## src/rtl/key_led_feedback.sv

```systemverilog
`default_nettype none
// ============================================================================
//  Module   : key_led_feedback
//  Purpose  : Turns one-cycle key-event pulses into visible LED blink
//             sequences (BLINKS on/off periods per event). Events arriving
//             while a sequence plays are held in a saturating pending count
//             and replayed back to back. An event that finds the pending
//             count full is dropped and flagged for one cycle.
//  Revision : 1.0  initial release
// ============================================================================
module key_led_feedback #(
  parameter int ON_TIME  = 1920000,  // LED-on cycles per blink
  parameter int OFF_TIME = 1920000,  // LED-off cycles after each blink
  parameter int BLINKS   = 2,        // blinks per event
  parameter int PEND_MAX = 3,        // max queued events
  parameter int BITS     = 21,       // timer width
  parameter int PBITS    = 2         // pending / blink-index width
) (
  input  logic             sys_clk,
  input  logic             sys_rst,
  input  logic             event_i,
  output logic             led_o,
  output logic             busy_o,
  output logic [PBITS-1:0] pend_o,
  output logic             overflow_o
);

  localparam logic [1:0] c_IDLE = 2'd0;
  localparam logic [1:0] c_ON   = 2'd1;
  localparam logic [1:0] c_OFF  = 2'd2;

  localparam logic [BITS-1:0]  c_ON_LAST    = BITS'(ON_TIME - 1);
  localparam logic [BITS-1:0]  c_OFF_LAST   = BITS'(OFF_TIME - 1);
  localparam logic [PBITS-1:0] c_BLINK_LAST = PBITS'(BLINKS - 1);
  localparam logic [PBITS-1:0] c_PEND_MAX   = PBITS'(PEND_MAX);

  logic [1:0]       r_state;
  logic [BITS-1:0]  r_timer;
  logic [PBITS-1:0] r_blink_idx;
  logic [PBITS-1:0] r_pend;
  logic             r_led;
  logic             r_busy;
  logic             r_ovf;

  logic [1:0]       w_state_nxt;
  logic [BITS-1:0]  w_timer_nxt;
  logic [PBITS-1:0] w_blink_nxt;
  logic [PBITS-1:0] w_pend_nxt;
  logic             w_ovf_nxt;
  logic             w_pend_dec;   // a queued event starts now
  logic             w_direct;     // this cycle's event starts now, bypassing the queue
  logic             w_queue;      // this cycle's event must go to the queue

  // Sequencer: timer, blink index and state transitions
  always_comb begin
    w_state_nxt = r_state;
    w_timer_nxt = r_timer;
    w_blink_nxt = r_blink_idx;
    w_pend_dec  = 1'b0;
    w_direct    = 1'b0;
    case (r_state)
      c_IDLE: begin
        if (event_i) begin
          w_state_nxt = c_ON;
          w_timer_nxt = '0;
          w_blink_nxt = '0;
        end
      end
      c_ON: begin
        if (r_timer == c_ON_LAST) begin
          w_state_nxt = c_OFF;
          w_timer_nxt = '0;
        end else begin
          w_timer_nxt = r_timer + BITS'(1);
        end
      end
      c_OFF: begin
        if (r_timer == c_OFF_LAST) begin
          w_timer_nxt = '0;
          if (r_blink_idx != c_BLINK_LAST) begin
            w_state_nxt = c_ON;
            w_blink_nxt = r_blink_idx + PBITS'(1);
          end else if (r_pend != '0) begin
            // Next queued event follows with no gap
            w_state_nxt = c_ON;
            w_blink_nxt = '0;
            w_pend_dec  = 1'b1;
          end else if (event_i) begin
            // Event on the very last OFF cycle starts the next sequence itself
            w_state_nxt = c_ON;
            w_blink_nxt = '0;
            w_direct    = 1'b1;
          end else begin
            w_state_nxt = c_IDLE;
            w_blink_nxt = '0;
          end
        end else begin
          w_timer_nxt = r_timer + BITS'(1);
        end
      end
      default: begin
        w_state_nxt = c_IDLE;
        w_timer_nxt = '0;
        w_blink_nxt = '0;
      end
    endcase
  end

  // Pending queue: enqueue, dequeue, saturation and overflow flag
  always_comb begin
    w_queue    = event_i && (r_state != c_IDLE) && !w_direct;
    w_pend_nxt = r_pend;
    w_ovf_nxt  = 1'b0;
    if (w_queue) begin
      if (w_pend_dec) begin
        // Dequeue and enqueue in the same cycle cancel out; never an overflow
        w_pend_nxt = r_pend;
      end else if (r_pend < c_PEND_MAX) begin
        w_pend_nxt = r_pend + PBITS'(1);
      end else begin
        w_ovf_nxt = 1'b1;
      end
    end else if (w_pend_dec) begin
      w_pend_nxt = r_pend - PBITS'(1);
    end
  end

  // State registers; outputs are decoded from the next state so they stay registered
  always_ff @(posedge sys_clk or posedge sys_rst) begin
    if (sys_rst) begin
      r_state     <= c_IDLE;
      r_timer     <= '0;
      r_blink_idx <= '0;
      r_pend      <= '0;
      r_led       <= 1'b0;
      r_busy      <= 1'b0;
      r_ovf       <= 1'b0;
    end else begin
      r_state     <= w_state_nxt;
      r_timer     <= w_timer_nxt;
      r_blink_idx <= w_blink_nxt;
      r_pend      <= w_pend_nxt;
      r_led       <= (w_state_nxt == c_ON);
      r_busy      <= (w_state_nxt != c_IDLE);
      r_ovf       <= w_ovf_nxt;
    end
  end

  assign led_o      = r_led;
  assign busy_o     = r_busy;
  assign pend_o     = r_pend;
  assign overflow_o = r_ovf;

endmodule
`default_nettype wire

```

## config.mk

```make
export PLATFORM = sky130hd
export DESIGN_NAME = key_led_feedback
export DESIGN_NICKNAME = d
export VERILOG_FILES = /design/src/rtl/key_led_feedback.sv
export SDC_FILE = /design/constraint.sdc
export NUM_CORES = 1
export LEC_CHECK = 0
export ABC_AREA = 1
export CAP_MARGIN = 40
export CORE_MARGIN = 2
export CORE_UTILIZATION = 35
export CTS_CLUSTER_SIZE = 14
export DETAILED_ROUTE_END_ITERATION = 8
export HOLD_SLACK_MARGIN = 0.02
export SLEW_MARGIN = 10
export SYNTH_ARGS = -nofsm -noshare
export SYNTH_HDL_FRONTEND = slang
export SYNTH_SLANG_ARGS = --single-unit
```

## constraint.sdc

```tcl
create_clock -name sys_clk -period 2.9 [get_ports sys_clk]
set_clock_uncertainty 0.1 [all_clocks]
set_input_delay 0.87 -clock sys_clk [delete_from_list [all_inputs] [get_ports sys_clk]]
set_output_delay 0.87 -clock sys_clk [all_outputs]
set_load 0.1 [all_outputs]
```

==> run metrics <==
critical path's top delay family simple AND/OR/NAND/NOR gates; Worst Max-Slew Pin Slew 0.388 ns; number of CTS-inserted buffers 5; vias per cell 4.67; Final Hold Fails 0; Overflow after GRT 0; commonest cells after routing, fill and taps aside 63 x nand2_1, 38 x nor2_1, 33 x inv_1, 30 x dfrtp_1, 21 x nand3_1; switching portion of total power 0.458; share of final-layout standard cells stronger than drive strength 1 0.125; number of detailed-route iterations in the first pass 4; CTS tree done; cell type contributing the most total cell area after synthesis dfrtp_1; Critical Path Most Common Cell nor3_1; setup TNS 0 ns; sequential group share of total power 0.353; sequential cell area 751 sq um; clock slew seen by the registers of the worst setup and hold paths 0.06 ns; clock insertion delay at the later pin of the skew report 0.28 ns; layout net count 282; Core Footprint 5140 sq um; setup repair after global routing missed its margin no; share of power burned in the clock network 0.216; main area contributors after synthesis dfrtp_1 40%, nand2_1 13%, nor2_1 7.7%, inv_1 6.6%, nand3_1 5.6%; weighted congestion at the end of routability-driven global placement 0.851; result of the run finished, final reports clean; Worst Setup End Kind register; maximum vdd ir drop 446 uV; largest fanout of any net on the critical path 7; CTS sink cnt 30; maximum clock insertion buffer count 2; number of synthesis warnings 0; leading cell type in the layout, fill and taps excluded nand2_1; register-to-register setup slack 1.06 ns; mean post-synth cell area 7.14 sq um; maximum clock frequency 0.452 GHz; cell-by-cell listing of the critical path clkdlybuf4s50_1, inv_1, nand2_2, nand3_2, nor3_1, a31oi_1, nor3_1; Multi-input gate area 937 sq um; number of nets in the synthesized netlist 269; horizontal die dimension 77.0 um; dpl hpwl 3000 um; areal power density over the cells 733 nW/um^2; cell row count 26; routing layer with the top usage in global route met2; largest incremental delay on the critical path 0.50 ns; root buffer selected by CTS clkbuf_8; number of top-level pins 8; internal power contribution 0.827 mW; synth-to-layout area growth 11.6%; sequential-to-total area share from yosys stat 0.403; final critical-path share of the clock period 0.763; synthesized instance count 261; average wire per cell in the routed design 11.7 um; post-layout total power 1.53 mW; routed via count 1,603; Antenna Nets Post-Route 0; # port buffers 7; Die Span Y 77.0 um; number of pins with negative max-slew slack in the final report 0; cell with the largest stage delay on the worst path clkdlybuf4s50_1; share of Yosys cell area claimed by the top area cell type 0.403; GR met3 Demand/Resource 0.0353; core occupancy in the finished layout 0.405; Switching Power 0.699 mW; hold_buf cts 0; worst setup path category input pin to register; Routed WL 4000 um; power share of the combinational group 0.431; GRT Overall Usage 0.149; total setup violations reported at the end of the flow 0; worst hold slack 0.414 ns; pin count of the biggest net entering global routing 31; CP required 2.98 ns; met2 global-route usage 0.236; remaining routing DRC violations 0; synthesis-stage register bit count 30; # placed instances 337; type of the most critical hold path register to register; number of H-tree levels 2; startpoint class of the critical path input pin; die footprint 5930 sq um; first-pass GRT wire length 6990 um; initial antenna violation count 0; buffers inserted during post-CTS setup optimization 0; first-iteration detailed-routing DRC count 102; initial standard-cell utilization of the core 0.363; cells resized by post-CTS repair 0; number of maximum-capacitance constraint violations 0; number of buffers and inverters on the critical path 2; CP arrival 2.30 ns; LEAKAGE 0.950 nW; global-route met1 utilization 0.200; count of filler cells inserted in the layout 578; count of different cell masters after synthesis 29; final non-filler cell total 343; cell area after synthesis 1860 sq um; shortest period the worst path allows 2.21 ns; Antenna Diode Count 0; via count of the first global-routing pass 1,527; Slew HR 0.742
[sequential cells by signal, indices dropped and copies added (netlist names)]
signal       flops
r_timer         21
led_o            1
busy_o           1
r_blink_idx      2
pend_o           2
overflow_o       1
r_state          2
[synthesized netlist by cell type, drive strengths merged]
library cell	n
inv	39
o21ai	9
clkbuf	1
o21bai	1
nor2	43
nand2	67
xor2	2
o22ai	2
a31oi	2
nand4	4
nor3	15
nand3b	1
buf	2
clkinv	1
ha	5
nor3b	1
dfrtp	30
o211ai	1
nand3	24
a21oi	10
a21boi	1
[per-stage QoR]
step / setup slack, ns / instance area, sq um
2_1_floorplan: 0.940 / 1860
3_3_place_gp: 0.403 / 2000
4_1_cts: 0.664 / 2080
5_1_grt: 0.439 / 2080
6_report: 0.687 / 2080
3_5_place_dp: 0.381 / 2000
[layout make-up]
cell class / count / area share
multi-input combinational: 188 / 0.450
sequential: 30 / 0.361
inverter: 40 / 0.0722
tap: 70 / 0.0421
clock buffer: 6 / 0.0397
timing repair buffer: 9 / 0.0349
[power by group through the flow]
stage / Combinational [mW] / Sequential [mW] / Clock (mW)
2_1_floorplan: 0.315 / 0.756 / 0
3_3_place_gp: 0.656 / 0.545 / 0
3_5_place_dp: 0.663 / 0.546 / 0
4_1_cts: 0.664 / 0.538 / 0.339
5_1_grt: 0.733 / 0.550 / 0.355
6_report: 0.658 / 0.538 / 0.330
[cell families (layout without fill, tap and decap cells)]
kind of cell,after synthesis,in the layout,share of synthesized area
and+or+nand+nor,155,155,0.381
buffers and inverters,43,55,0.0946
DFF,30,30,0.403
AOI/OAI and AO/OA,26,26,0.0785
adders and majority gates,5,5,0.0336
xor gates and xnor gates,2,2,0.00940
[layer usage]
layer / share of wire / vias up
met4: 0.016 / 0
met1: 0.48 / 707
met2: 0.45 / 36
met3: 0.045 / 5
li1: - / 855
met5: 0 / -
[worst register-to-register path, cell delays in order, from the launching register on]
cell and delay, ns:
dfrtp_1 0.36, ha_1 0.26, nand2_1 0.08, nor2_1 0.12
nand3_1 0.12, nor2_4 0.19, o21ai_2 0.13, inv_2 0.25
nor3_1 0.11
[path summary, 6_finish.rpt]
kind | startpoint | endpoint | depth (start not counted)
worst max-delay path | event_i | r_timer[11] | 7
worst min-delay path | r_timer[1] | r_timer[1] | 2
worst max register to register | r_timer[1] | r_timer[11] | 8
worst min register to register | r_timer[1] | r_timer[1] | 2
max in group asynchronous | sys_rst | r_timer[13] | 3
min in group asynchronous | sys_rst | r_state[0] | 3
No activity file was read; power rests on OpenSTA's default activity.
